`config.mk`:
```
export PLATFORM = sky130hd
export DESIGN_NAME = mlt3_tx_scheduler
export DESIGN_NICKNAME = d
export VERILOG_FILES = /design/src/rtl/mlt3_tx_scheduler.sv
export SDC_FILE = /design/constraint.sdc
export NUM_CORES = 1
export LEC_CHECK = 0
export ABC_AREA = 1
export CAP_MARGIN = 20
export CORE_ASPECT_RATIO = 1.75
export CORE_MARGIN = 3
export CORE_UTILIZATION = 45
export DETAILED_ROUTE_END_ITERATION = 16
export GPL_TIMING_DRIVEN = 0
export MAX_ROUTING_LAYER = met4
export PLACE_DENSITY_LB_ADDON = 0.2
export REMOVE_ABC_BUFFERS = 1
export SLEW_MARGIN = 40
export SYNTH_ARGS = -nofsm -noshare
export SYNTH_HDL_FRONTEND = slang
export SYNTH_SLANG_ARGS = --single-unit
```
`constraint.sdc`:
```
create_clock -name clock -period 2 [get_ports clock]
set_clock_uncertainty 0.1 [all_clocks]
set_input_delay 0.5 -clock clock [delete_from_list [all_inputs] [get_ports clock]]
set_output_delay 0.5 -clock clock [all_outputs]
set_load 0.01 [all_outputs]
```
`src/rtl/mlt3_tx_scheduler.sv`:
```
// rtl/mlt3_tx_scheduler.sv - 4B/5B code-group serialiser with IDLE fill and underrun count for MLT-3 TX
// Optional PRBS7 line test mode under MLT3_TX_SCHED_PRBS_EN.
module mlt3_tx_scheduler #(
   parameter int         CLKS_PER_BIT = 1,
   parameter logic [4:0] IDLE_CG      = 5'b11111,
   parameter int         CNT_W        = 8
) (
   input  logic             clock,
   input  logic             reset,
   input  logic             tx_enable,
`ifdef MLT3_TX_SCHED_PRBS_EN
   input  logic             test_mode,
`endif
   input  logic [4:0]       cg_data,
   input  logic             cg_valid,
   output logic             cg_ready,
   output logic             nrz,
   output logic             bit_strobe,
   output logic             tx_active,
   output logic             underrun,
   output logic [CNT_W-1:0] underrun_count
);

   typedef enum logic [1:0] {OFF, IDLE, DATA} state_t;

   localparam logic [3:0] TMAX = 4'(CLKS_PER_BIT - 1);
   localparam logic [CNT_W-1:0] CNT_ONE = {{(CNT_W-1){1'b0}}, 1'b1};

   state_t     state;
   logic [4:0] shift_reg;
   logic [2:0] bit_idx;
   logic [3:0] timer;
   logic       boundary;
   logic       tm;
   logic       prbs_bit;

   assign bit_strobe = (state != OFF) && (timer == TMAX);
   assign boundary   = bit_strobe && (bit_idx == 3'd4);
   assign tx_active  = (state != OFF);
   assign cg_ready   = boundary && tx_enable && !tm;

`ifdef MLT3_TX_SCHED_PRBS_EN
   logic [6:0] prbs;
   logic       prbs_step;

   assign tm        = test_mode;
   assign prbs_bit  = prbs[6] ^ prbs[5];
   // Advance exactly when a PRBS bit is loaded into nrz.
   assign prbs_step = tm && (((state == OFF) && tx_enable) ||
                             (bit_strobe && !(boundary && !tx_enable)));

   always_ff @(posedge clock or posedge reset) begin
      if (reset)
         prbs <= 7'h7F;
      else if (prbs_step)
         prbs <= {prbs[5:0], prbs_bit};
   end
`else
   assign tm       = 1'b0;
   assign prbs_bit = 1'b0;
`endif

   always_ff @(posedge clock or posedge reset) begin
      if (reset) begin
         state          <= OFF;
         nrz            <= 1'b0;
         underrun       <= 1'b0;
         underrun_count <= '0;
         shift_reg      <= '0;
         bit_idx        <= '0;
         timer          <= '0;
      end else begin
         underrun <= 1'b0;
         case (state)
            OFF: begin
               timer   <= '0;
               bit_idx <= '0;
               if (tx_enable) begin
                  state     <= IDLE;
                  nrz       <= tm ? prbs_bit : IDLE_CG[0];
                  shift_reg <= IDLE_CG >> 1;
               end else begin
                  nrz       <= 1'b0;
                  shift_reg <= '0;
               end
            end
            default: begin
               timer <= bit_strobe ? 4'd0 : timer + 4'd1;
               if (boundary) begin
                  bit_idx <= '0;
                  if (!tx_enable) begin
                     state     <= OFF;
                     nrz       <= 1'b0;
                     shift_reg <= '0;
                  end else if (tm) begin
                     state     <= IDLE;
                     nrz       <= prbs_bit;
                     shift_reg <= IDLE_CG >> 1;
                  end else if (cg_valid) begin
                     state     <= DATA;
                     nrz       <= cg_data[0];
                     shift_reg <= cg_data >> 1;
                  end else begin
                     // Running dry after a PCS group is an underrun; idle-to-idle is not.
                     state     <= IDLE;
                     nrz       <= IDLE_CG[0];
                     shift_reg <= IDLE_CG >> 1;
                     if (state == DATA) begin
                        underrun <= 1'b1;
                        if (underrun_count != {CNT_W{1'b1}})
                           underrun_count <= underrun_count + CNT_ONE;
                     end
                  end
               end else if (bit_strobe) begin
                  bit_idx   <= bit_idx + 3'd1;
                  nrz       <= tm ? prbs_bit : shift_reg[0];
                  shift_reg <= shift_reg >> 1;
               end
            end
         endcase
      end
   end

endmodule
```
**Yosys cells after proc, flatten, opt, wreduce, memory -nomap -nowiden**

Cells that the tools add are included.

- Logic and storage cells: 53
- Register bits after elaboration: 24

- Muxes and demuxes: 27
- Bitwise logic cells: 2
- Add/subtract/negate cells: 3
- Reductions and logical operators: 10
- Equality and inequality tests: 4

Operators with widths:

| cell | number |
|---|---|
| $mux W4 | 5 |
| $mux W5 | 3 |
| $mux W1 | 11 |
| $mux W2 | 5 |
| $mux W3 | 3 |
| $add A8 B1 Y8 const B | 1 |
| $ne A8 B8 Y1 const B | 1 |
| $reduce_and A6 Y1 | 1 |
| $add A4 B1 Y4 const B | 1 |
| $logic_not A4 Y1 | 1 |
| $reduce_bool A2 Y1 | 2 |
| $add A3 B1 Y3 const B | 1 |
| $eq A3 B3 Y1 const B | 1 |
| $logic_and A1 B1 Y1 | 3 |
| $reduce_bool A3 Y1 | 1 |
| $eq A2 B2 Y1 const B | 1 |
| $logic_not A2 Y1 | 1 |
| $ne A2 B2 Y1 const B | 1 |
| $not A1 Y1 | 2 |
| $reduce_and A2 Y1 | 1 |

**Logic depth before layout (Yosys ltp)**

Gate-level depths: netlist of the first run.

- Word-level depth: 6
- Depth in mapped cells: 8
- Gate-level depth less buffers: 8

**Least setup slack after synthesis of the first run**

Ideal clock, no wire load.

- Path kind: flip-flop to output port
- Start: reg timer[0]
- End: out cg_ready
- Stages on the path, launching flop included: 7
- Arrival: 1117 ps
- Data required time: 1400 ps
- Path slack: 283 ps
- Buffers on the path: 0
- Cell sequence: dfrtp_1 -> inv_1 -> ha_1 -> nand2_1 -> nor2_4 -> nand3_4 -> nor2_2

- Word-level cells in the longest chain between the ends: 4

RTL lines:

| what | RTL line | source |
|---|---|---|
| from (decl) | 32 | `logic [3:0] timer;` |
| from (signal assigned) | 88 | `timer <= bit_strobe ? 4'd0 : timer + 4'd1;` |
| $logic_not A4 Y1 | 37 | `assign bit_strobe = (state != OFF) && (timer == TMAX);` |
| $logic_and A1 B1 Y1 | 37 |  |
| $logic_and A1 B1 Y1 | 38 | `assign boundary = bit_strobe && (bit_idx == 3'd4);` |
| $logic_and A1 B1 Y1 | 40 | `assign cg_ready = boundary && tx_enable && !tm;` |
| to (decl) | 16 | `output logic cg_ready,` |

No other way between the ends.

**Final worst setup path of the first run**

- Start: reg timer[1]
- End: out cg_ready

Same word-level chain as after synthesis.

==> reports/qor.yml, run 1 <==
status: "completed"
yosysWarnings: 0
rows: 26
first_pass_iters: 4
grt_max_degree: 24
finalMaxSlewViolations: 0
yosys.area.top_type_share_pct: 41.67
period_minus_slack_ns: 1.957
powerDensity_nw_per_um2: 834.7
hold_depth: 2
synthTopCellsByCount: "nand2_1 (38), dfrtp_1 (23), nand3_1 (21)"
setup_viol: 0
arrival_ns: 1.36
timing_worst_setup_path_type: "register to output port"
num_io_pins: 22
ys.flop_type: "dfrtp_1"
min_path_type: "register to register"
synth_cell_types: 25
layout_setup_ws_ns: 0.04256
drcViolationCount: 0
yosysTopAreaCell: "dfrtp_1"
total_power_mw: 1.480
peakVddDrop_v: 0.0005481
stdcell_count: 231
ys_ff_latch: 23
antenna_found_initial: 0
avgSynthCellArea_um2: 8.174
syn_inst: 169
vias: 1212
cp-start-kind: "register"
synth.most_common_cell: "nand2_1"
hold_start: "shift_reg[3]"
hold_violations: 0
clock_latency_ns: 0.26
drive_gt1_share_pct: 20.69
die_area_um2: 3796
hpwlAfterDp_um: 2373
fmax_ghz: 0.5109
crit_path_end_kind: "output port"
track_usage_pct: 20.55
fin_setup_tns_ns: 0
start_util_pct: 47.18
hold_end: "shift_reg[2]"
overflow: 0
worst_pin_slew_ns: 0.5091
cts_hold_buf: 0
ant_nets: 0
cts_max_path_buffers: 2
worst_ep_required_time_ns: 1.40
reg2reg_slack_ns: 0.37
drt_wl_total_um: 3207
areaGrowthSynthToFinish_pct: 28.35
fillCellCount: 270
largest_reg_flops: 8
synth_edf_count: 0
cap_violations: 0
htreeDepth: 1
synth_area_um2: 1381
via_per_inst: 5.247
fin_util_pct: 60.56
relSlewSlack_pct: 66.01
gp_congestion: 0.8278
final_nets: 218
fin_crit_sh_pct: 97.87
ys_seq_area_share_pct: 41.67
rsz0062_at_grt: "true"
r2r-start: "underrun_count[1]"
n_antenna_cell: 0
drt_iter0_markers: 35
pre_cts_ws_ns: -0.3837
r2r_cells: 8
holdWs_ns: 0.3991
fin_area_um2: 1773
io_buffers: 21
root_buffer: "clkbuf_8"
path_max_fanout: 2
cts_made_buffers: 3
core_um2: 2928
r2r_end: "underrun_count[4]"
ys_top_cells_by_area: "dfrtp_1 (42%), nand2_1 (10%), nand3_1 (7.6%)"
synthArstFlopShare_pct: 100.0
cts.sinks: 23
wire_per_inst_um: 13.88
clk_pin_slew_worst_paths_ns: 0.08
grt_pass1_vias: 1300
place_inst: 218
p_leak_nw: 0.9142
grt_pass1_wl_um: 5637
die_y_um: 79.29
placed_area_um2: 1627
cts_tree: "done"
fp.dieW_um: 47.88
-- cell usage in the layout (no fill, tap or decap), types with 3 or more instances in the layout --
cell type,synthesis,layout
dfrtp_1,23,22
nor2_4,2,4
ha_1,5,4
nand4_1,4,4
o21ai_0,5,5
inv_1,18,14
buf_4,0,9
nor2_1,18,18
nand3_1,21,21
xor2_1,4,4
nand2_4,1,3
o21bai_1,8,8
inv_2,5,8
clkdlybuf4s50_1,0,18
clkbuf_8,0,3
nor2_2,5,3
nand2_1,38,37
-- layer usage --
layer,global-route usage [%],wire (um)
met5,-,0
met4,6.739,44
met3,2.268,63
met2,36.21,1821
met1,22.51,1278
-- layout make-up --
class	count	area [um2]	area share, %
multi-input combinational	122	745.7	42.06
sequential	23	576.8	32.53
tap	28	35.03	1.976
inverter	24	97.59	5.505
clock buffer	4	45.04	2.541
timing repair buffer	30	272.8	15.38
-- where the power goes --
| group | internal, mW | total (mW) | switching [mW] |
|---|---|---|---|
| clock | 0.142 | 0.295 | 0.152 |
| combinational | 0.239 | 0.575 | 0.336 |
| sequential | 0.553 | 0.610 | 0.0575 |
| total | 0.934 | 1.48 | 0.546 |
-- how the worst max path moves through the flow --
stage               from       end  slack (ns)  cells after the start
2_1_floorplan   timer[0]  cg_ready        0.28                      6
3_3_place_gp   tx_enable  cg_ready       -0.39                      4
3_5_place_dp   tx_enable  cg_ready       -0.38                      4
4_1_cts         timer[1]  cg_ready       0.003                      7
5_1_grt         timer[1]  cg_ready       -0.05                      7
6_report        timer[1]  cg_ready        0.04                      7
-- critical path, stage by stage (launching register included) --
cell	delay (ns)
dfrtp_1	0.39
inv_2	0.08
ha_4	0.16
nand2_4	0.05
nor2_4	0.10
nand3_4	0.10
nor2_4	0.10
buf_6	0.11
-- cell families (layout without fill, tap and decap cells) --
family,Yosys count,count (layout),share of synthesized area [%]
simple gates,96,96,36.05
buf+inv,24,58,6.884
flops,23,23,41.67
compound gates,16,16,7.699
fa+ha+maj,5,5,4.529
xor+xnor,5,5,3.170
-- what timing repair did --
item,4_1_cts,5_1_grt
buffers inserted,9,0
resized for setup,16,5
pin swaps,5,1
endpoints found under the setup margin,3,2
Power figures use the tool's default switching activity.
==> run 2, diff against run 1 <==
--- a/config.mk
+++ b/config.mk
@@ -11,7 +11,6 @@
 export CORE_MARGIN = 3
 export CORE_UTILIZATION = 45
 export DETAILED_ROUTE_END_ITERATION = 16
-export GPL_TIMING_DRIVEN = 0
 export MAX_ROUTING_LAYER = met4
 export PLACE_DENSITY_LB_ADDON = 0.2
 export REMOVE_ABC_BUFFERS = 1
==> run 2 against run 1 <==
Effect of this change:
- hold slack worse by 0.0021 ns
- register-to-register slack worse by 0.03 ns
- global-route usage fell by 0.088 points
- highest routed layer unchanged
- critical endpoint unchanged
- critical path type unchanged
- combinational power is 2% higher
==> reports/qor.yml, run 2 (synthesis results as in run 1) <==
status: "completed"
hpwlAfterDp_um: 2555  # +7.7%
clk_pin_slew_worst_paths_ns: 0.08  # about the same
grt_pass1_vias: 1388  # +6.8%
cp-start-kind: "register"
layout_common_cells: "nand2_1 (37), dfrtp_1 (22), nand3_1 (21)"
cts_hold_buf: 0  # unchanged
io_buffers: 21  # unchanged
worst_pin_slew_ns: 0.3037  # -0.2055 ns
peakVddDrop_v: 0.0003870  # -29%
worst_ep_required_time_ns: 1.40  # about the same
critical_path.startpoint: "timer[0]"
wire_per_inst_um: 13.61  # -2.0%
grt_max_degree: 24  # unchanged
via_per_inst: 5.214  # -0.62%
drt_wl_total_um: 3239  # +1.0%
rsz0062_at_grt: "true"
clock_latency_ns: 0.26  # about the same
drive_gt1_share_pct: 22.38  # +1.7 points
track_usage_pct: 20.46  # -0.088 points
cap_violations: 0  # unchanged
largest_reg_flops: 8  # unchanged
n_antenna_cell: 0  # unchanged
antenna_found_initial: 0  # unchanged
hold_start: "shift_reg[3]"
fin_crit_sh_pct: 99.07  # +1.2 points
overflow: 0  # unchanged
start_util_pct: 47.18  # unchanged
relSlewSlack_pct: 79.76  # +14 points
vias: 1241  # +2.4%
die_y_um: 79.29  # unchanged
final_nets: 225  # +3.2%
fmax_ghz: 0.5047  # -1.2%
drt_iter0_markers: 34  # -2.9%
root_buffer: "clkbuf_8"
stdcell_count: 238  # +3.0%
min_path_type: "register to register"
ant_nets: 0  # unchanged
r2r-start: "timer[0]"
setup_viol: 0  # unchanged
layout_setup_ws_ns: 0.01856  # -0.02400 ns
period_minus_slack_ns: 1.981  # +0.02400 ns
crit_path_end_kind: "output port"
core_um2: 2928  # unchanged
cts.sinks: 23  # unchanged
die_area_um2: 3796  # unchanged
path_max_fanout: 2  # unchanged
place_inst: 232  # +6.4%
cts_max_path_buffers: 2  # unchanged
powerDensity_nw_per_um2: 823.3  # -1.4%
finalMaxSlewViolations: 0  # unchanged
areaGrowthSynthToFinish_pct: 31.16
cts_made_buffers: 3  # unchanged
gp_congestion: 0.8013  # -3.2%
grt_pass1_wl_um: 5678  # +0.73%
final_common_cell: "nand2_1"
htreeDepth: 1  # unchanged
timing_worst_setup_path_type: "register to output port"
arrival_ns: 1.38  # +0.02 ns
num_io_pins: 22  # unchanged
p_leak_nw: 0.9493  # +3.8%
pre_cts_ws_ns: -0.3103  # +0.07343 ns
fp.dieW_um: 47.88  # unchanged
hold_violations: 0  # unchanged
cts_tree: "done"
first_pass_iters: 4  # unchanged
rows: 26  # unchanged
drcViolationCount: 0  # unchanged
run 2: cell count changes in the layout (fill, tap and decap cells not counted), moves of 2 or more:
cell / previous run / this run
buf_4: 9 / 16
inv_1: 14 / 16
nand2_2: 1 / 3
nand2_4: 3 / 1
run 2: worst paths after layout:
check                               endpoint  slack [ns]  depth (start not counted)
max reg2reg                underrun_count[5]        0.34                          9
max in group asynchronous           state[0]        1.07                          3
min                             shift_reg[2]        0.40                          2
max                                 cg_ready        0.02                          7
min in group asynchronous           underrun        0.48                          3
min reg2reg                     shift_reg[2]        0.40                          2
run 2: metrics by stage:
stage	hold slack, ns	power, mW	area, um2	setup TNS (ns)	util [%]
floorplan	0.3547	0.9625	1381	0	-
global placement	0.3709	1.181	1732	-0.3316	59.15
detailed placement	0.3828	1.207	1732	-0.7225	59.15
CTS	0.4002	1.499	1777	-0.04600	60.68
global route	0.4358	1.604	1812	-0.05774	61.88
finish	0.3969	1.492	1812	0	61.88
run 2: repair_timing:
item,in CTS,in global routing
pin swaps,1,3
gates resized for setup,9,8
endpoints found under the setup margin,3,2
buffers inserted,1,1
run 2: critical path, cell delays in order, from the launching register on:
cell and delay, ns:
dfrtp_1 0.41, inv_2 0.08, ha_4 0.14, nand2_2 0.06
nor2_4 0.13, nand3_4 0.09, nor2_4 0.10, buf_6 0.11
run 2: power by group:
part | internal, mW | total, mW | switching (mW) | leakage [nW]
clock | 0.142 | 0.292 | 0.149 | 0.0228
sequential | 0.554 | 0.616 | 0.0614 | 0.265
combinational | 0.259 | 0.584 | 0.325 | 0.662
total | 0.955 | 1.49 | 0.536 | 0.949
run 2: routing by layer:
layer / part of all wire, % / up-vias / GRT usage, %
li1: - / 619 / -
met1: 37 / 591 / 21.94
met2: 59 / 27 / 36.47
met3: 3.1 / 4 / 2.721
met4: 0.96 / 0 / 6.199
met5: 0 / - / -
run 2: layout make-up:
type / instances / area (um2)
Timing Repair Buffer: 37 / 329.1
Inverter: 24 / 95.09
Clock buffer: 4 / 45.04
Multi-Input combinational cell: 122 / 730.7
Tap cell: 28 / 35.03
Sequential cell: 23 / 576.8
Fill cell: 276 / 1116
==> run 3, diff against run 2 <==
--- a/config.mk
+++ b/config.mk
@@ -7,7 +7,7 @@
 export LEC_CHECK = 0
 export ABC_AREA = 1
 export CAP_MARGIN = 20
-export CORE_ASPECT_RATIO = 1.75
+export CORE_ASPECT_RATIO = 0.75
 export CORE_MARGIN = 3
 export CORE_UTILIZATION = 45
 export DETAILED_ROUTE_END_ITERATION = 16
==> run 3 against run 2 <==
Effect of this change:
- the flow now finishes with violations (negative setup slack)
- cell area grew 1.4%
- via count increased by 1.5%
- non-clock buffer count is 4 higher
- setup slack got worse by 0.034 ns
- die area decreased by 0.50%
- wire length fell by 2.9%
- sequential share of layout area decreased by 0.52 points
- cell count is 5.0% higher
- hold slack lost 0.0068 ns
- sequential power is 0.6% lower
- global-route usage is 1.3 points lower
==> reports/qor.yml, run 3 (synthesis results as in run 1) <==
setup_viol: 1  # +1
r2r_end: "underrun_count[0]"
grt.met1_usage_pct: 25.00  # +3.1 points
crit_chain: "inv_1 -> ha_2 -> nand2_2 -> nor2_4 -> nand3_4 -> nor2_4 -> buf_6"
hold_end: "shift_reg[2]"
drt_wl_total_um: 3144  # -2.9%
worst-path-buf-inv: 2  # unchanged
arrival_ns: 1.41  # +0.03 ns
powerDensity_nw_per_um2: 840.6  # +2.1%
first_pass_iters: 4  # unchanged
cts_max_path_buffers: 2  # unchanged
multi_input_area_um2: 720.7  # -1.4%
drcViolationCount: 0  # unchanged
use_met3_pct: 5.037  # +2.3 points
fin_area_um2: 1838  # +1.4%
n_antenna_cell: 0  # unchanged
r2r-start: "timer[1]"
drive_gt1_share_pct: 22.90  # +0.52 points
drt_iter0_markers: 69  # +100%
holdWs_ns: 0.3901  # -0.006784 ns
cap_violations: 0  # unchanged
cts.sinks: 23  # unchanged
violations: "negative setup slack"
regArea_um2: 575.6  # -0.22%
place_inst: 241  # +3.9%
overflow: 0  # unchanged
clock_latency_ns: 0.27  # about the same
r2r_cells: 10  # +1
cp_top_family: "simple AND/OR/NAND/NOR gates"
status: "finished, violations left"
root_buffer: "clkbuf_8"
crit_slowest_cell: "dfrtp_1"
rows: 16  # -38%
start_util_pct: 50.00  # +2.8 points
crit_path_end_kind: "output port"
worst_ep_required_time_ns: 1.40  # about the same
num_io_pins: 22  # unchanged
antenna_found_initial: 0  # unchanged
finalMaxSlewViolations: 0  # unchanged
stdcell_count: 250  # +5.0%
final_common_cell: "nand2_1"
ant_nets: 0  # unchanged
die_area_um2: 3777  # -0.50%
grt_pass1_vias: 1232  # -11%
layout_setup_ws_ns: -0.01499  # -0.03355 ns
fin_util_pct: 66.53  # +4.7 points
clk_pin_slew_worst_paths_ns: 0.09  # about the same
fillCellCount: 216  # -22%
largest_reg_flops: 8  # unchanged
total_power_mw: 1.545  # +3.6%
path_max_fanout: 2  # unchanged
relSlewSlack_pct: 79.22  # -0.54 points
htreeDepth: 1  # unchanged
cts_tree: "done"
hold_start: "shift_reg[3]"
min_path_type: "register to register"
p_leak_nw: 0.9644  # +1.6%
worst_pin_slew_ns: 0.3107  # +0.007031 ns
track_usage_pct: 19.13  # -1.3 points
busiest_layer: "met2"
fin_crit_sh_pct: 100.7  # +1.7 points
grt_pass1_wl_um: 5533  # -2.6%
io_buffers: 21  # unchanged
period_minus_slack_ns: 2.015  # +0.03355 ns
final_nets: 229  # +1.8%
gp_congestion: 0.8497  # +6.0%
peakVddDrop_v: 0.0005277  # +36%
vias: 1259  # +1.5%
grtUsageMet2_pct: 30.41  # -6.1 points
crit_top_cell: "nor2_4"
hold_depth: 2  # unchanged
cts_hold_buf: 0  # unchanged
fp.dieW_um: 69.98  # +46%
layout_common_cells: "nand2_1 (37), dfrtp_1 (23), nand3_1 (21)"
hold_violations: 0  # unchanged
placed_area_um2: 1749  # +1.0%
rsz0062_at_grt: "true"
cts_made_buffers: 3  # unchanged
wire_per_inst_um: 12.58  # -7.6%
core_um2: 2763  # -5.6%
reg2reg_slack_ns: 0.32  # -0.02 ns
grt_max_degree: 24  # unchanged
timing_worst_setup_path_type: "register to output port"
cp.depth: 7  # unchanged
fmax_ghz: 0.4963  # -1.7%
die_y_um: 53.98  # -32%
max_stage_delay_ns: 0.39  # -0.02 ns
areaGrowthSynthToFinish_pct: 33.06
hpwlAfterDp_um: 2329  # -8.8%
cp-start-kind: "register"
via_per_inst: 5.036  # -3.4%
[run 3: changes by cell type in the layout (fill, tap and decap cells not counted)]
cell,delta
buf_4,+4
inv_1,+2
inv_2,-2
clkbuf_1,-1
clkinv_2,+1
dfrtp_1,+1
dfrtp_2,-1
dlygate4sd2_1,+1
dlymetal6s2s_1,-1
ha_2,+1
ha_4,-1
[run 3: timing repair]
| action | 4_1_cts | 5_1_grt |
|---|---|---|
| buffers inserted | 4 | 1 |
| pin swaps | 2 | 5 |
| endpoints found under the setup margin | 3 | 2 |
| gates resized for setup | 13 | 0 |
[run 3: worst max-delay path by stage]
stage,startpoint,endpoint
global placement,tx_enable,cg_ready
finish,timer[1],cg_ready
floorplan,timer[0],cg_ready
global route,timer[1],cg_ready
detailed placement,tx_enable,cg_ready
CTS,timer[0],cg_ready
[run 3: final cells by class]
type | count | share of cell area, %
tap | 36 | 2.451
sequential | 23 | 31.31
inverter | 24 | 5.174
timing repair buffer | 41 | 19.33
clock inverter | 1 | 0.2723
clock buffer | 3 | 2.246
multi-input combinational | 122 | 39.21
[run 3: per-layer routing]
| metal | up-vias | share of wire, % |
|---|---|---|
| li1 | 638 | - |
| met1 | 596 | 49 |
| met2 | 23 | 47 |
| met3 | 2 | 3.8 |
| met4 | 0 | 0.25 |
| met5 | - | 0 |
[run 3: per-stage QoR]
stage | worst slack [ns] | TNS [ns]
floorplan | 0.2826 | 0
global placement | -0.2792 | -0.2878
detailed placement | -0.3376 | -0.5996
CTS | -0.02229 | -0.02229
global route | -0.09886 | -0.09886
finish | -0.01499 | -0.01499
[run 3: worst min-delay path: cells and delay by family (launching register included)]
family	cells	cell delay [ns]
and+or+nand+nor	2	0.12
DFF	1	0.35
[run 3: where the power goes]
group          internal, mW  switching (mW)  leakage (nW)
clock                 0.139           0.157        0.0255
sequential            0.553          0.0593         0.266
combinational         0.290           0.346         0.673
total                 0.982           0.563         0.964
==> RTL change, RTL diff (flow settings as in run 3) <==
Register the output `underrun_count` once more, cleared by the reset; this adds one clock of latency there. The other outputs are not delayed to match.
--- a/src/rtl/mlt3_tx_scheduler.sv
+++ b/src/rtl/mlt3_tx_scheduler.sv
@@ -26,4 +26,6 @@
    localparam logic [3:0] TMAX = 4'(CLKS_PER_BIT - 1);
    localparam logic [CNT_W-1:0] CNT_ONE = {{(CNT_W-1){1'b0}}, 1'b1};
+
+   logic [CNT_W-1:0] underrun_count_s0;
 
    state_t     state;
@@ -66,5 +68,5 @@
          nrz            <= 1'b0;
          underrun       <= 1'b0;
-         underrun_count <= '0;
+         underrun_count_s0 <= '0;
          shift_reg      <= '0;
          bit_idx        <= '0;
@@ -108,6 +110,6 @@
                      if (state == DATA) begin
                         underrun <= 1'b1;
-                        if (underrun_count != {CNT_W{1'b1}})
-                           underrun_count <= underrun_count + CNT_ONE;
+                        if (underrun_count_s0 != {CNT_W{1'b1}})
+                           underrun_count_s0 <= underrun_count_s0 + CNT_ONE;
                      end
                   end
@@ -122,3 +124,11 @@
    end
 
+   always_ff @(posedge clock or posedge reset) begin
+      if (reset) begin
+         underrun_count <= '0;
+      end else begin
+         underrun_count <= underrun_count_s0;
+      end
+   end
+
 endmodule
Formal check against the unedited RTL: same outputs for any inputs over 10 cycles, from zero or initial values and one cycle with reset high; that may be too few to reach the edited logic, so the function may still have changed.
==> RTL change against run 3 <==
The flow still finishes with violations (setup timing). Sequential share of layout area is 6.3 points higher. Cell area grew 12%. Via count is 2.5% lower. Cell count is 0.80% lower. Routed wire length grew 1.8%. Combinational power fell by 2%. Synthesized area rose by 11%. Power is 26% higher. Setup slack improved by 8.8 ps. Fmax rose by 0.44%. Clock power up 82%. Sequential cell count rose by 8. Critical endpoint unchanged. Highest routed layer unchanged.
==> RTL change: results (changes against run 3) <==
Clock network
  • TritonCTS buffer count: 5 (+2)
  • Clock H-tree levels: 2 (+1)
  • Clk pin slew, worst setup/hold paths: 70 ps (-20 ps)

Placed design
  • HPWL after detailed placement: 2360 microns (+1.2%)
  • Final RePlAce weighted congestion: 0.810 (-4.7%)
  • Placed cells: 237 (-1.7%)
  • Placed cell areas: 1940 sq um (+11%)
  • Pre-CTS setup slack: -325 ps (+12.1 ps)

Synth
  • Synth unique cells: 23 (-8.0%)
  • Syn avg cell area: 9.66 sq um (+18%)
  • Post-synth top cells: nand2_1, dfrtp_1, nand3_1
  • Post-synthesis sequential area ratio: 0.505 (+0.0882)
  • Synth top area cells: dfrtp_1, nand2_1, nand3_1

Final layout
  • Register area: 776 sq um (+35%)
  • Clock buf count: 8 (+5)
  • Multi-input comb cells: 109 (-11%)
  • Non-clk buf share: 0.180 (-0.0137)
  • Final core occ: 0.664 (-0.00133)
  • Clock Network Area Fraction: 0.0485 (+0.0234)
  • Fraction of area in multi-input gates: 0.338 (-0.0541)
  • Non-clock buffers: 43 (+4.9%)
  • Fillers: 245 (+13%)
  • Signal inverters: 19 (-21%)
  • Nets: 223 (-2.6%)
  • Post-route cell area: 2060 sq um (+12%)
  • Share of post-route cells with drive strength above 1: 0.295 (+0.0663)

Global routing
  • Met2 usage: 0.278 (-0.0263)
  • GRT Total Usage: 0.184 (-0.00740)
  • Grt met3 use: 0.0555 (+0.00508)
  • GR Util met1: 0.243 (-0.00651)
  • Vias in the first global route: 1259 (+2.2%)
  • Largest net degree at the start of global routing: 32 (+33%)

Power
  • Peak VDD IR: 0.529 mV (+0.22%)
  • Pleak: 0.00104 uW (+7.4%)

Route
  • Wire per inst: 12.9 microns (+2.6%)
  • WL met1: 1570 microns (+2.8%)
  • 1st-iter DRT viols: 42 (-39%)
  • Met3 WL: 129 microns (+7.5%)
  • Routed vias/inst: 4.95 (-1.8%)

Timing
  • Worst relative slew slack: 0.740 (-0.0518)
  • Sum of negative setup slack: -6.22 ps (+8.77 ps)
  • Setup-failing EPs final: 1 (unchanged)
  • Post-layout worst setup margin: -6.22 ps (+8.77 ps)

Outcome
  • Status: finished with violations
  • Failing checks: setup timing

Critical path
  • CP max FO: 2 (unchanged)
==> RTL change: cell types whose count changed after synthesis, sizes merged, moves of 5 or more <==
cell	change
inv	-5
nor2	-9
dfrtp	+8
o21bai	-8
o21ai	+5
==> RTL change: kinds of logic (layout without fill, tap and decap cells) <==
kind of cell,count (synthesis),after routing,synth area share
buffers and inverters,19,70,0.0464
and+or+nand+nor,78,78,0.292
DFF,31,31,0.505
adders and majority gates,5,5,0.0407
xor gates and xnor gates,8,8,0.0456
AOI/OAI and AO/OA,18,18,0.0708
==> RTL change: power by group <==
| part | internal [uW] | leakage [uW] | switching [uW] | total, uW |
|---|---|---|---|---|
| clock | 314 | 0.0000515 | 227 | 541 |
| sequential | 716 | 0.000420 | 59.5 | 775 |
| combinational | 271 | 0.000564 | 356 | 627 |
==> RTL change: path summary, 6_finish.rpt <==
kind / from / end / slack (ps) / cells after the start
worst max-delay path: timer[0]$_DFF_PP0_ / cg_ready / -6 / 7
worst min-delay path: underrun_count_s0[1]$_DFFE_PP0P_ / underrun_count[1]$_DFF_PP0_ / 350 / 0
worst max register to register: timer[0]$_DFF_PP0_ / nrz$_DFFE_PP0P_ / 340 / 11
worst min register to register: underrun_count_s0[1]$_DFFE_PP0P_ / underrun_count[1]$_DFF_PP0_ / 350 / 0
max in group asynchronous: reset / state[1]$_DFFE_PP0P_ / 1010 / 3
min in group asynchronous: reset / bit_idx[2]$_DFFE_PP0P_ / 500 / 3
==> RTL change: critical path: stages, from the launching register on <==
cell	delay (ps)
dfrtp_1	380
inv_1	60
ha_2	180
nand2_2	70
nor2_4	120
nand3_4	110
nor2_8	110
buf_6	110
==> RTL change: what timing repair did <==
action | CTS | global route
pin swaps | 3 | 2
setup endpoints to repair | 3 | 2
setup buffers | 1 | 2
resized for setup | 12 | 3
